--- config.mk ---
export PLATFORM = sky130hd
export DESIGN_NAME = ptp_rtc_ctrl_flat
export DESIGN_NICKNAME = d
export VERILOG_FILES = /design/src/rtl/ptp_rtc_ctrl_if.sv /design/src/rtl/ptp_rtc_ctrl.sv /design/src/flat_wrapper.sv
export SDC_FILE = /design/constraint.sdc
export NUM_CORES = 1
export LEC_CHECK = 0
export CAP_MARGIN = 10
export CORE_ASPECT_RATIO = 1.1
export CORE_MARGIN = 2
export CORE_UTILIZATION = 50
export DETAILED_ROUTE_END_ITERATION = 16
export HOLD_SLACK_MARGIN = 0.15
export PLACE_DENSITY = 0.81
export SYNTH_ARGS = -nofsm -noshare
export SYNTH_HDL_FRONTEND = slang
export SYNTH_SLANG_ARGS = --single-unit
--- constraint.sdc ---
create_clock -name rtc_clk -period 12.1 [get_ports rtc_clk]
set_input_delay 2.42 -clock rtc_clk [delete_from_list [all_inputs] [get_ports rtc_clk]]
set_output_delay 2.42 -clock rtc_clk [all_outputs]
set_load 0.02 [all_outputs]
--- src/rtl/ptp_rtc_ctrl_if.sv ---
// rtl/ptp_rtc_ctrl_if.sv - command request bus into the PTP RTC controller
interface ptp_rtc_ctrl_if;
  logic        req_valid_i;
  logic        req_ready_o;
  logic [1:0]  req_type_i;
  logic [47:0] req_sc_i;
  logic [31:0] req_ns_i;
  logic [31:0] req_tick_i;
  logic [23:0] req_cyc_i;

  modport master (
    output req_valid_i, req_type_i, req_sc_i, req_ns_i, req_tick_i, req_cyc_i,
    input  req_ready_o
  );

  modport slave (
    input  req_valid_i, req_type_i, req_sc_i, req_ns_i, req_tick_i, req_cyc_i,
    output req_ready_o
  );
endinterface

--- src/rtl/ptp_rtc_ctrl.sv ---
// rtl/ptp_rtc_ctrl.sv - sequences STEP/SLEW/SETFREQ/CLEAR commands onto the RTC control signals
module ptp_rtc_ctrl #(
  parameter logic [31:0] TICK_DEF  = 32'h1999_999A,
  parameter int          GUARD_CYC = 8,
  parameter int          CLR_CYC   = 4
) (
  input  logic          rtc_clk,
  input  logic          rtc_rst_n,
  ptp_rtc_ctrl_if.slave req,
  output logic [31:0]   tick_inc_o,
  output logic [31:0]   ns_offset_o,
  output logic [47:0]   sc_offset_o,
  output logic          offset_valid_o,
  output logic          clear_rtc_o,
  output logic          busy_o,
  output logic          done_o,
  output logic          err_o
);

  typedef enum logic [2:0] {S_IDLE, S_STEP, S_GUARD, S_SLEW, S_CLR} state_t;

  localparam logic [1:0] T_STEP    = 2'd0;
  localparam logic [1:0] T_SLEW    = 2'd1;
  localparam logic [1:0] T_SETFREQ = 2'd2;
  localparam logic [1:0] T_CLEAR   = 2'd3;
  localparam int signed  NS_LIMIT  = 1_000_000_000;

  state_t      state, state_nxt;
  logic [31:0] base_tick;
  logic [31:0] slew_tick;
  logic [23:0] cnt;
  logic        done_r;
  logic        err_r;

  logic        accept;
  logic        step_ok;
  logic        slew_ok;
  logic [33:0] slew_sum;

  assign accept  = req.req_valid_i && (state == S_IDLE);
  assign step_ok = ($signed(req.req_ns_i) < NS_LIMIT) && ($signed(req.req_ns_i) > -NS_LIMIT);
  // Extra headroom bit so both underflow (bit 33) and >= 2^32 (bit 32) are visible.
  assign slew_sum = {2'b00, base_tick} + {{2{req.req_ns_i[31]}}, req.req_ns_i};
  assign slew_ok  = !slew_sum[33] && !slew_sum[32] && (slew_sum[31:0] != 32'd0);

  always_ff @(posedge rtc_clk) begin
    if (!rtc_rst_n) state <= S_IDLE;
    else            state <= state_nxt;
  end

  always_comb begin
    state_nxt = state;
    case (state)
      S_IDLE: begin
        if (accept) begin
          case (req.req_type_i)
            T_STEP:  if (step_ok) state_nxt = S_STEP;
            T_SLEW:  if (slew_ok && (req.req_cyc_i != 24'd0)) state_nxt = S_SLEW;
            T_CLEAR: state_nxt = S_CLR;
            default: state_nxt = S_IDLE;
          endcase
        end
      end
      S_STEP:  state_nxt = S_GUARD;
      S_GUARD: if (cnt == 24'd0) state_nxt = S_IDLE;
      S_SLEW:  if (cnt == 24'd0) state_nxt = S_IDLE;
      S_CLR:   if (cnt == 24'd0) state_nxt = S_IDLE;
      default: state_nxt = S_IDLE;
    endcase
  end

  always_ff @(posedge rtc_clk) begin
    if (!rtc_rst_n) begin
      base_tick   <= TICK_DEF;
      slew_tick   <= 32'd0;
      cnt         <= 24'd0;
      ns_offset_o <= 32'd0;
      sc_offset_o <= 48'd0;
      done_r      <= 1'b0;
      err_r       <= 1'b0;
    end else begin
      done_r <= 1'b0;
      err_r  <= 1'b0;
      if (cnt != 24'd0) cnt <= cnt - 24'd1;
      case (state)
        S_IDLE: begin
          if (accept) begin
            case (req.req_type_i)
              T_STEP: begin
                if (step_ok) begin
                  ns_offset_o <= req.req_ns_i;
                  sc_offset_o <= req.req_sc_i;
                end else begin
                  err_r <= 1'b1;
                end
              end
              T_SLEW: begin
                if (!slew_ok) begin
                  err_r <= 1'b1;
                end else if (req.req_cyc_i == 24'd0) begin
                  done_r <= 1'b1;
                end else begin
                  slew_tick <= slew_sum[31:0];
                  cnt       <= req.req_cyc_i - 24'd1;
                end
              end
              T_SETFREQ: begin
                if (req.req_tick_i != 32'd0) begin
                  base_tick <= req.req_tick_i;
                  done_r    <= 1'b1;
                end else begin
                  err_r <= 1'b1;
                end
              end
              default: cnt <= 24'(CLR_CYC - 1);
            endcase
          end
        end
        S_STEP: cnt <= 24'(GUARD_CYC - 1);
        // SLEW and CLR report completion in the cycle after their last active cycle.
        S_SLEW: if (cnt == 24'd0) done_r <= 1'b1;
        S_CLR:  if (cnt == 24'd0) done_r <= 1'b1;
        default: ;
      endcase
    end
  end

  always_comb begin
    req.req_ready_o = (state == S_IDLE);
    busy_o          = (state != S_IDLE);
    offset_valid_o  = (state == S_STEP);
    clear_rtc_o     = (state == S_CLR);
    tick_inc_o      = (state == S_SLEW) ? slew_tick : base_tick;
    done_o          = done_r || ((state == S_GUARD) && (cnt == 24'd0));
    err_o           = err_r;
  end

endmodule

--- src/flat_wrapper.sv ---
// flat-port wrapper written by rule: the top's interface ports become plain ports
module ptp_rtc_ctrl_flat 
#(
  parameter logic [31:0] TICK_DEF  = 32'h1999_999A,
  parameter int          GUARD_CYC = 8,
  parameter int          CLR_CYC   = 4
)
  (rtc_clk, rtc_rst_n, tick_inc_o, ns_offset_o, sc_offset_o, offset_valid_o, clear_rtc_o, busy_o, done_o, err_o, req_req_valid_i, req_req_type_i, req_req_sc_i, req_req_ns_i, req_req_tick_i, req_req_cyc_i, req_req_ready_o);
  ptp_rtc_ctrl_if req_i ();
  input  logic rtc_clk;
  input  logic rtc_rst_n;
  output logic [31:0] tick_inc_o;
  output logic [31:0] ns_offset_o;
  output logic [47:0] sc_offset_o;
  output logic offset_valid_o;
  output logic clear_rtc_o;
  output logic busy_o;
  output logic done_o;
  output logic err_o;
  input wire logic [$bits(req_i.req_valid_i)-1:0] req_req_valid_i;
  input wire logic [$bits(req_i.req_type_i)-1:0] req_req_type_i;
  input wire logic [$bits(req_i.req_sc_i)-1:0] req_req_sc_i;
  input wire logic [$bits(req_i.req_ns_i)-1:0] req_req_ns_i;
  input wire logic [$bits(req_i.req_tick_i)-1:0] req_req_tick_i;
  input wire logic [$bits(req_i.req_cyc_i)-1:0] req_req_cyc_i;
  output wire logic [$bits(req_i.req_ready_o)-1:0] req_req_ready_o;
  assign req_i.req_valid_i = req_req_valid_i;
  assign req_i.req_type_i = req_req_type_i;
  assign req_i.req_sc_i = req_req_sc_i;
  assign req_i.req_ns_i = req_req_ns_i;
  assign req_i.req_tick_i = req_req_tick_i;
  assign req_i.req_cyc_i = req_req_cyc_i;
  assign req_req_ready_o = req_i.req_ready_o;
  ptp_rtc_ctrl #(.TICK_DEF(TICK_DEF), .GUARD_CYC(GUARD_CYC), .CLR_CYC(CLR_CYC)) u_core (.rtc_clk(rtc_clk), .rtc_rst_n(rtc_rst_n), .req(req_i), .tick_inc_o(tick_inc_o), .ns_offset_o(ns_offset_o), .sc_offset_o(sc_offset_o), .offset_valid_o(offset_valid_o), .clear_rtc_o(clear_rtc_o), .busy_o(busy_o), .done_o(done_o), .err_o(err_o));
endmodule
Yosys cells after proc, flatten, opt, wreduce, memory -nomap -nowiden
Index checks and enable logic that the tools add are counted.
- register bits after elaboration: 173
- output and inout bits: 118
- logic and storage cells: 75
- add/sub/neg operators: 3
- magnitude comparators: 2
- equality and inequality tests: 11
- muxes and demuxes: 24
- bitwise logic cells: 1
- reductions and logical operators: 26
- operators by type and width (operator ; count):
    $mux 24 ; 4
    $pmux 24 s2 ; 2
    $reduce_bool 32->1 ; 2
    $logic_not 24->1 ; 2
    $reduce_bool 24->1 ; 2
    $sub 24x1->24 const B ; 2
    $add 33x32->34 ; 1
    $gt 32x31->1 const B ; 1
    $lt 32x31->1 const B ; 1
    $mux 32 ; 1
    $pmux 3 s3 ; 2
    $mux 3 ; 4
    $reduce_and 4->1 ; 3
    $mux 1 ; 8
    $eq 3x2->1 const B ; 2
    $logic_and 1x1->1 ; 6
    $ne 3x2->1 const B ; 2
    $reduce_and 5->1 ; 1
    $eq 2x2->1 const B ; 2
    $ne 2x1->1 const B ; 2
    $pmux 1 s2 ; 2
    $reduce_or 2->1 ; 2
    $eq 3x1->1 const B ; 1
    $eq 3x3->1 const B ; 1
    other kinds (10) ; 11

Longest topological paths before layout
Gate-level depths: netlist of the first run.
- word-level depth: 9
- gate-level depth with buffers: 16

Worst setup path before layout of the first run
OpenSTA, ideal clock, no wires.
- path kind: input port to flip-flop
- start point: input req_req_ns_i[0]
- end point: register u_core.slew_tick[10]
- setup time: 0.128 ns
- arrival time: 5.621 ns
- required time: 11.972 ns
- slack: 6.352 ns
- stages on the path: 15
- path buffers: 1
- cell sequence: ha_1 inv_1 fa_1 nand2b_1 a21o_1 a211o_1 a2111oi_4 o31ai_1 a2111o_1 o211ai_2 nand2_4 nor3_4 buf_6 mux2i_1 nor2_1
- word-level cells in the longest chain between the ends: 5
- elaborated cells between the ends (all ways): 7
- classes of those cells: add/sub (1); reduce/logical (6)
- ends and longest elaborated chain (what ; RTL line ; source):
    start, declared ; flat_wrapper.sv:23 ; input wire logic [$bits(req_i.req_ns_i)-1:0] req_req_ns_i;
    $add 33x32->34 * ; ptp_rtc_ctrl.sv:43 ; assign slew_sum = {2'b00, base_tick} + {{2{req.req_ns_i[31]}}, req.req_ns_i};
    branches (longest 4 deep; another with $reduce_bool 32->1) ; n/a ;
    end signal, assigned ; ptp_rtc_ctrl.sv:103 ; slew_tick <= slew_sum[31:0];
    end, declared ; ptp_rtc_ctrl.sv:30 ; logic [31:0] slew_tick;
Mark *: on every way between the ends.
A chain may end at the register's enable or synchronous reset.

Final worst setup path of the first run
- start point: input req_req_ns_i[0]
- end point: register u_core.slew_tick[28]
Same word-level chain as after synthesis.

==> impl_metrics.ini, run 1 <==
[outcome]
status = complete, no violations

[global_routing]
grt_max_degree = 76
grt.overflow.total = 0
grt_pass1_vias = 9643
antenna_found_initial = 0
grt_usage_pct = 28.3
grt_pass1_wl_um = 49200

[place]
dpl.cell_count = 1695
gp_congestion = 0.989
dp_hpwl_um = 24100
portBuffers = 258
post-place-ws_ps = 4920

[clocking]
cts_resized = 0
cts_tree = done
postCtsHoldBufs = 0
cts_inserted_buffers = 17
clk_pin_slew_worst_paths_ps = 60
clkLatencyLatePin_ps = 440
htreeDepth = 4
clock_path_buffers = 2
cts_root_buf = clkbuf_16
cts.sinks = 173
cts_setup_buffers = 0

[pwr]
p_total_mw = 1.84
power_density_nw_per_um2 = 137
power_leakage_nw = 4.95
peakVddDrop_mv = 0.103

[synth]
async_reset_ff_share_pct = 0
yosys.area.top_type = dfxtp_1
synth_ff_type = dfxtp_1
synth_area_leaders = dfxtp_1 (34%), mux2i_1 (11%), nor2_1 (6.6%)
synth-seq-cells = 173
syn_area_um2 = 10200
avgSynthCellArea_um2 = 8.26
synth_cell_types = 72
synth-seq-area-share_pct = 33.8
yosysWarnings = 0
synthesis.nets = 1425
synth-edff-count = 0
syn-instance-count = 1240
synth_top_area_share_pct = 33.8

[floorplanning]
row_count = 54
core_um2 = 19900
die-area_um2 = 21600
die_w_um = 140
start_util_pct = 51.4
floorplan.die.height_um = 154
ios = 259

[route]
viasPerCell = 5.86
wl_per_cell_um = 18.4
first_iter_violations = 790
postRouteAntennaNets = 0
routed_wl_um = 31800
firstDrtPassIters = 7
vias = 10100
drc = 0

[cells_and_area]
final_cell_mix = clkdlybuf4s50_1 (258), nor2_1 (177), dfxtp_1 (173), nand2_1 (133), mux2i_1 (109)
layout.cells.most_common = clkdlybuf4s50_1
area_growth_pct = 31.8
fin_nets = 1647
nFillCells = 1654
antenna_cells = 0
drive_gt1_share_pct = 5.84
final_cells = 1725
final_util_pct = 67.7

[setup_path]
worstSetupPathType = in2reg
crit_chain = clkdlybuf4s50_1, ha_1, inv_1, fa_1, nand2b_1, a21o_1, a211o_1, a2111oi_4, o31ai_1, a2111o_1, o211ai_2, nand2_4, nor3_4, buf_4, mux2i_1, nor2_1
cp_num_buf_inv = 3
slowest_delay_ps = 620
cp_max_fo = 24
critical_path.top_delay_family = compound AO/OA/AOI/OAI gates
start_kind = input port
cp-end-kind = flip-flop
arrival_ps = 7070
slowest_stage = nor3_4
worstPathRequired_ps = 12380

[hold_path]
hold_path_class = reg2reg

[timing]
period_share_pct = 56.1
postLayoutSetupSlackWorst_ps = 5320
finalSetupTns_ps = 0
min_period_ps = 6780
hold_viol = 0
finClkSkew_ps = 14.0
rsz0062_at_grt = false
slew_headroom_pct = 23.4
max_freq_ghz = 0.147
slew_viol_final = 0
finalSetupViolCount = 0
tightest_slew_ps = 1150

[run]
max_cap_viol_count = 0
stage by stage:
| step | instance area, um2 | hold slack, ps |
|---|---|---|
| 2_1_floorplan | 10200 | 450 |
| 3_3_place_gp | 12900 | 469 |
| 3_5_place_dp | 12900 | 477 |
| 4_1_cts | 13500 | 488 |
| 5_1_grt | 13500 | 517 |
| 6_report | 13500 | 486 |
worst reg2reg max path: stages, from the launching register on:
cell	delay, ps
dfxtp_1	430
ha_1	230
inv_1	60
fa_1	400
nand2b_1	200
a21o_1	190
a211o_1	360
a2111oi_4	410
o31ai_1	140
a2111o_1	430
o211ai_2	170
nand2_4	130
nor3_4	620
buf_4	490
mux2i_1	260
nor2_1	60
layout make-up:
| type | count | area, um2 | area share, % |
|---|---|---|---|
| Tap cell | 252 | 315 | 2.34 |
| Clock inverter | 11 | 111 | 0.825 |
| Multi-Input combinational cell | 983 | 6440 | 47.7 |
| Sequential cell | 173 | 3460 | 25.7 |
| Inverter | 23 | 88.8 | 0.658 |
| Clock buffer | 19 | 453 | 3.36 |
| Timing Repair Buffer | 264 | 2630 | 19.5 |
per-layer routing:
layer / GRT usage [%] / up-vias / share of wire, %
li1: - / 4896 / -
met1: 35.0 / 4652 / 42
met2: 47.2 / 492 / 46
met3: 7.60 / 67 / 8.8
met4: 10.3 / 0 / 3.0
met5: 0 / - / 0
sequential cells by signal (all words and copies together) (netlist names):
register	count
u_core.done_r	1
u_core.sc_offset_o	48
u_core.slew_tick	32
u_core.base_tick	32
u_core.cnt	24
u_core.state	3
u_core.ns_offset_o	32
u_core.err_o	1
cell usage after synthesis (7+ instances only):
| master | n |
|---|---|
| ha_1 | 43 |
| xnor2_1 | 33 |
| inv_1 | 23 |
| or4_1 | 9 |
| mux2i_1 | 109 |
| a21o_1 | 15 |
| nand2b_1 | 9 |
| nor3_1 | 32 |
| and3_1 | 8 |
| dfxtp_1 | 173 |
| a31oi_1 | 12 |
| or3_1 | 10 |
| o22ai_1 | 12 |
| a21oi_1 | 70 |
| o31ai_1 | 8 |
| o21ai_1 | 7 |
| nand4_1 | 13 |
| nand3_1 | 33 |
| o21a_1 | 7 |
| xor2_1 | 28 |
| o21ai_0 | 56 |
| nor2_1 | 179 |
| and2_1 | 9 |
| mux2_2 | 33 |
| nand2_1 | 133 |
| clkbuf_1 | 52 |
| nor4_1 | 24 |
worst paths after layout:
check	from	end	slack, ps	cells after the start
hold reg to reg	u_core.base_tick[30]	u_core.base_tick[30]	490	2
hold / removal	u_core.base_tick[30]	u_core.base_tick[30]	490	2
setup / recovery	req_req_ns_i[0]	u_core.slew_tick[28]	5320	16
setup reg to reg	u_core.base_tick[0]	u_core.slew_tick[28]	7370	15
power breakdown:
part | total, mW | switching [mW] | leakage [nW] | internal [mW]
logic | 0.634 | 0.356 | 3.28 | 0.277
registers | 0.671 | 0.0492 | 1.40 | 0.622
clock network | 0.539 | 0.244 | 0.266 | 0.295
total | 1.84 | 0.650 | 4.95 | 1.19
logic make-up (layout without fill, tap and decap cells):
kind of cell | Yosys count | after routing | share of synthesized area [%]
flip-flops | 173 | 173 | 33.8
adder cells (fa/ha/maj) | 44 | 44 | 5.45
multiplexers | 142 | 142 | 14.3
buffers and inverters | 84 | 317 | 3.37
AND/OR/NAND/NOR | 487 | 487 | 22.0
XOR/XNOR | 61 | 61 | 5.22
AO/OA/AOI/OAI | 249 | 249 | 15.9
No activity file was read; power rests on OpenSTA's default activity.
==> run 2, diff against run 1 <==
CORE_UTILIZATION = 45   (was 50)
PLACE_DENSITY = 0.77   (was 0.81)
clock period = 6.2 ns   (was 12.1 ns; I/O delays follow)
==> run 2 against run 1 <==
Effect of this change: clock skew fell by 1.0 ps; critical path depth did not move; setup slack got worse by 4100 ps; non-clock buffer count rose by 3; sequential power rose by 95%; critical endpoint is now u_core.slew_tick[9]; combinational power rose by 96%; routed wire length rose by 3.7%; flip-flop and latch count did not move; global-route usage fell by 1.4 points; die area rose by 11%; final cell count rose by 2.8%; first-iteration DRC count rose by 2.2%.
==> impl_metrics.ini, run 2 (synthesized netlist as in run 1, its figures left out) <==
[cells_and_area]
final_cells = 1773
final_cell_mix = clkdlybuf4s50_1 (258), nor2_1 (177), dfxtp_1 (173), nand2_1 (133), mux2i_1 (109)
drive_gt1_share_pct = 6.16
fin_nets = 1650
regMostFlops = u_core.sc_offset_o
nFillCells = 1948
largest_reg_flops = 48
layout.cells.most_common = clkdlybuf4s50_1
antenna_cells = 0
area_growth_pct = 33.3

[timing]
finClkSkew_ps = 12.9
finalSetupTns_ps = 0
tightest_slew_ps = 1240
period_share_pct = 81.0
slew_headroom_pct = 16.6
max_freq_ghz = 0.199
hold_viol = 0
rsz0062_at_grt = false
finalSetupViolCount = 0
min_period_ps = 5020
slew_viol_final = 0

[setup_path]
slowest_delay_ps = 540
r2r_cells = 15
cp-end-kind = flip-flop
r2r-start = u_core.base_tick[0]
slowest_stage = clkdlybuf4s50_1
crit_chain = clkdlybuf4s50_1, ha_1, inv_1, fa_1, nand2b_1, a21o_1, a211o_1, a2111oi_4, o31ai_1, a2111o_1, o211ai_2, nand2_4, nor3_4, buf_12, mux2i_1, nor2_1
start_kind = input port
ff2ff_setup_slack_ps = 2080
r2r-end = u_core.slew_tick[9]
worstSetupPathType = in2reg
worstPathRequired_ps = 6500
cp_max_fo = 33
arrival_ps = 5320

[pwr]
swShare_pct = 35.6
p_comb_share_pct = 33.9
pwr-share-clk_pct = 30.3
peakVddDrop_mv = 0.174
power_leakage_nw = 5.00
p_int_mw = 2.35
sequentialPowerShare_pct = 35.9
p_total_mw = 3.65
power_density_nw_per_um2 = 268
p_switching_mw = 1.30

[route]
postRouteAntennaNets = 0
wl_per_cell_um = 18.6
viasPerCell = 5.75
top_layer_used = met4
firstDrtPassIters = 6
met1Wirelength_um = 13500
drc = 0
routed_wl_um = 32900
vias = 10200
wl_met3_um = 2550
wl_met2_um = 15700
first_iter_violations = 807

[floorplanning]
ios = 259
core_um2 = 22200
floorplan.die.height_um = 162
die_w_um = 148
start_util_pct = 46.2
row_count = 57
die-area_um2 = 24000

[global_routing]
grt_pass1_wl_um = 51500
antenna_found_initial = 0
grt_max_degree = 138
grt.overflow.total = 0
grt_usage_pct = 26.8
grt_pass1_vias = 9845

[hold_path]
hp-start = u_core.slew_tick[25]
hold_path_class = reg2reg
hold_path_end = u_core.slew_tick[25]
whs_path_depth = 2

[clocking]
clkLatencyLatePin_ps = 440
clk_pin_slew_worst_paths_ps = 70
cts_setup_buffers = 0
cts_resized = 0
htreeDepth = 4
clock_path_buffers = 2
cts_tree = done
cts_root_buf = clkbuf_16
cts_inserted_buffers = 17
postCtsHoldBufs = 0
cts.sinks = 173

[place]
dp_hpwl_um = 25000
portBuffers = 258
gp_congestion = 0.959
dpl.cell_count = 1741

[outcome]
status = complete, no violations

[run]
max_cap_viol_count = 0
[run 2: metrics by stage]
step	utilization, %	hold slack, ps	instance area [um2]	setup slack (ps)
2_1_floorplan	-	450	10200	1630
3_3_place_gp	58.8	467	13000	870
3_5_place_dp	58.8	474	13000	790
4_1_cts	61.5	487	13600	1210
5_1_grt	61.5	499	13600	969
6_report	61.5	486	13600	1180
[run 2: area by class of cell]
| class | instances | area (um2) | share of cell area, % |
|---|---|---|---|
| flip-flops and latches | 173 | 3460 | 25.4 |
| clock buffers | 19 | 453 | 3.32 |
| multi-input cells | 983 | 6440 | 47.2 |
| inverters | 23 | 88.8 | 0.651 |
| repair buffers | 267 | 2690 | 19.7 |
| clock inverters | 13 | 143 | 1.05 |
| well taps | 295 | 369 | 2.71 |
[run 2: worst max path at each step]
stage                     start              endpoint  slack, ps  depth (start not counted)
5_1_grt        req_req_ns_i[10]        u_core.cnt[17]        970                         14
6_report        req_req_ns_i[0]   u_core.slew_tick[9]       1180                         16
3_5_place_dp    req_req_ns_i[0]   u_core.slew_tick[9]        790                         16
3_3_place_gp    req_req_ns_i[0]   u_core.slew_tick[8]        870                         16
2_1_floorplan   req_req_ns_i[0]  u_core.slew_tick[10]       1630                         15
4_1_cts         req_req_ns_i[0]   u_core.slew_tick[9]       1210                         16
[run 2: worst max-delay path: cells and delay by family]
kind,cells,cell delay [ps]
fa+ha+maj,2,620
simple gates,4,640
compound gates,6,1690
buf+inv,3,880
mux,1,230
[run 2: metal layers]
| metal | global-route usage (%) | vias up |
|---|---|---|
| li1 | - | 4914 |
| met1 | 32.1 | 4770 |
| met2 | 46.3 | 424 |
| met3 | 7.02 | 92 |
| met4 | 10.0 | 0 |
| met5 | 0 | - |
[run 2: power by group through the flow]
stage	Combinational, mW	Clock [mW]	Sequential, mW
6_report	1.24	1.11	1.31
4_1_cts	1.22	1.13	1.31
3_5_place_dp	1.21	0	1.33
2_1_floorplan	0.832	0	1.32
3_3_place_gp	1.20	0	1.33
5_1_grt	1.35	1.17	1.32
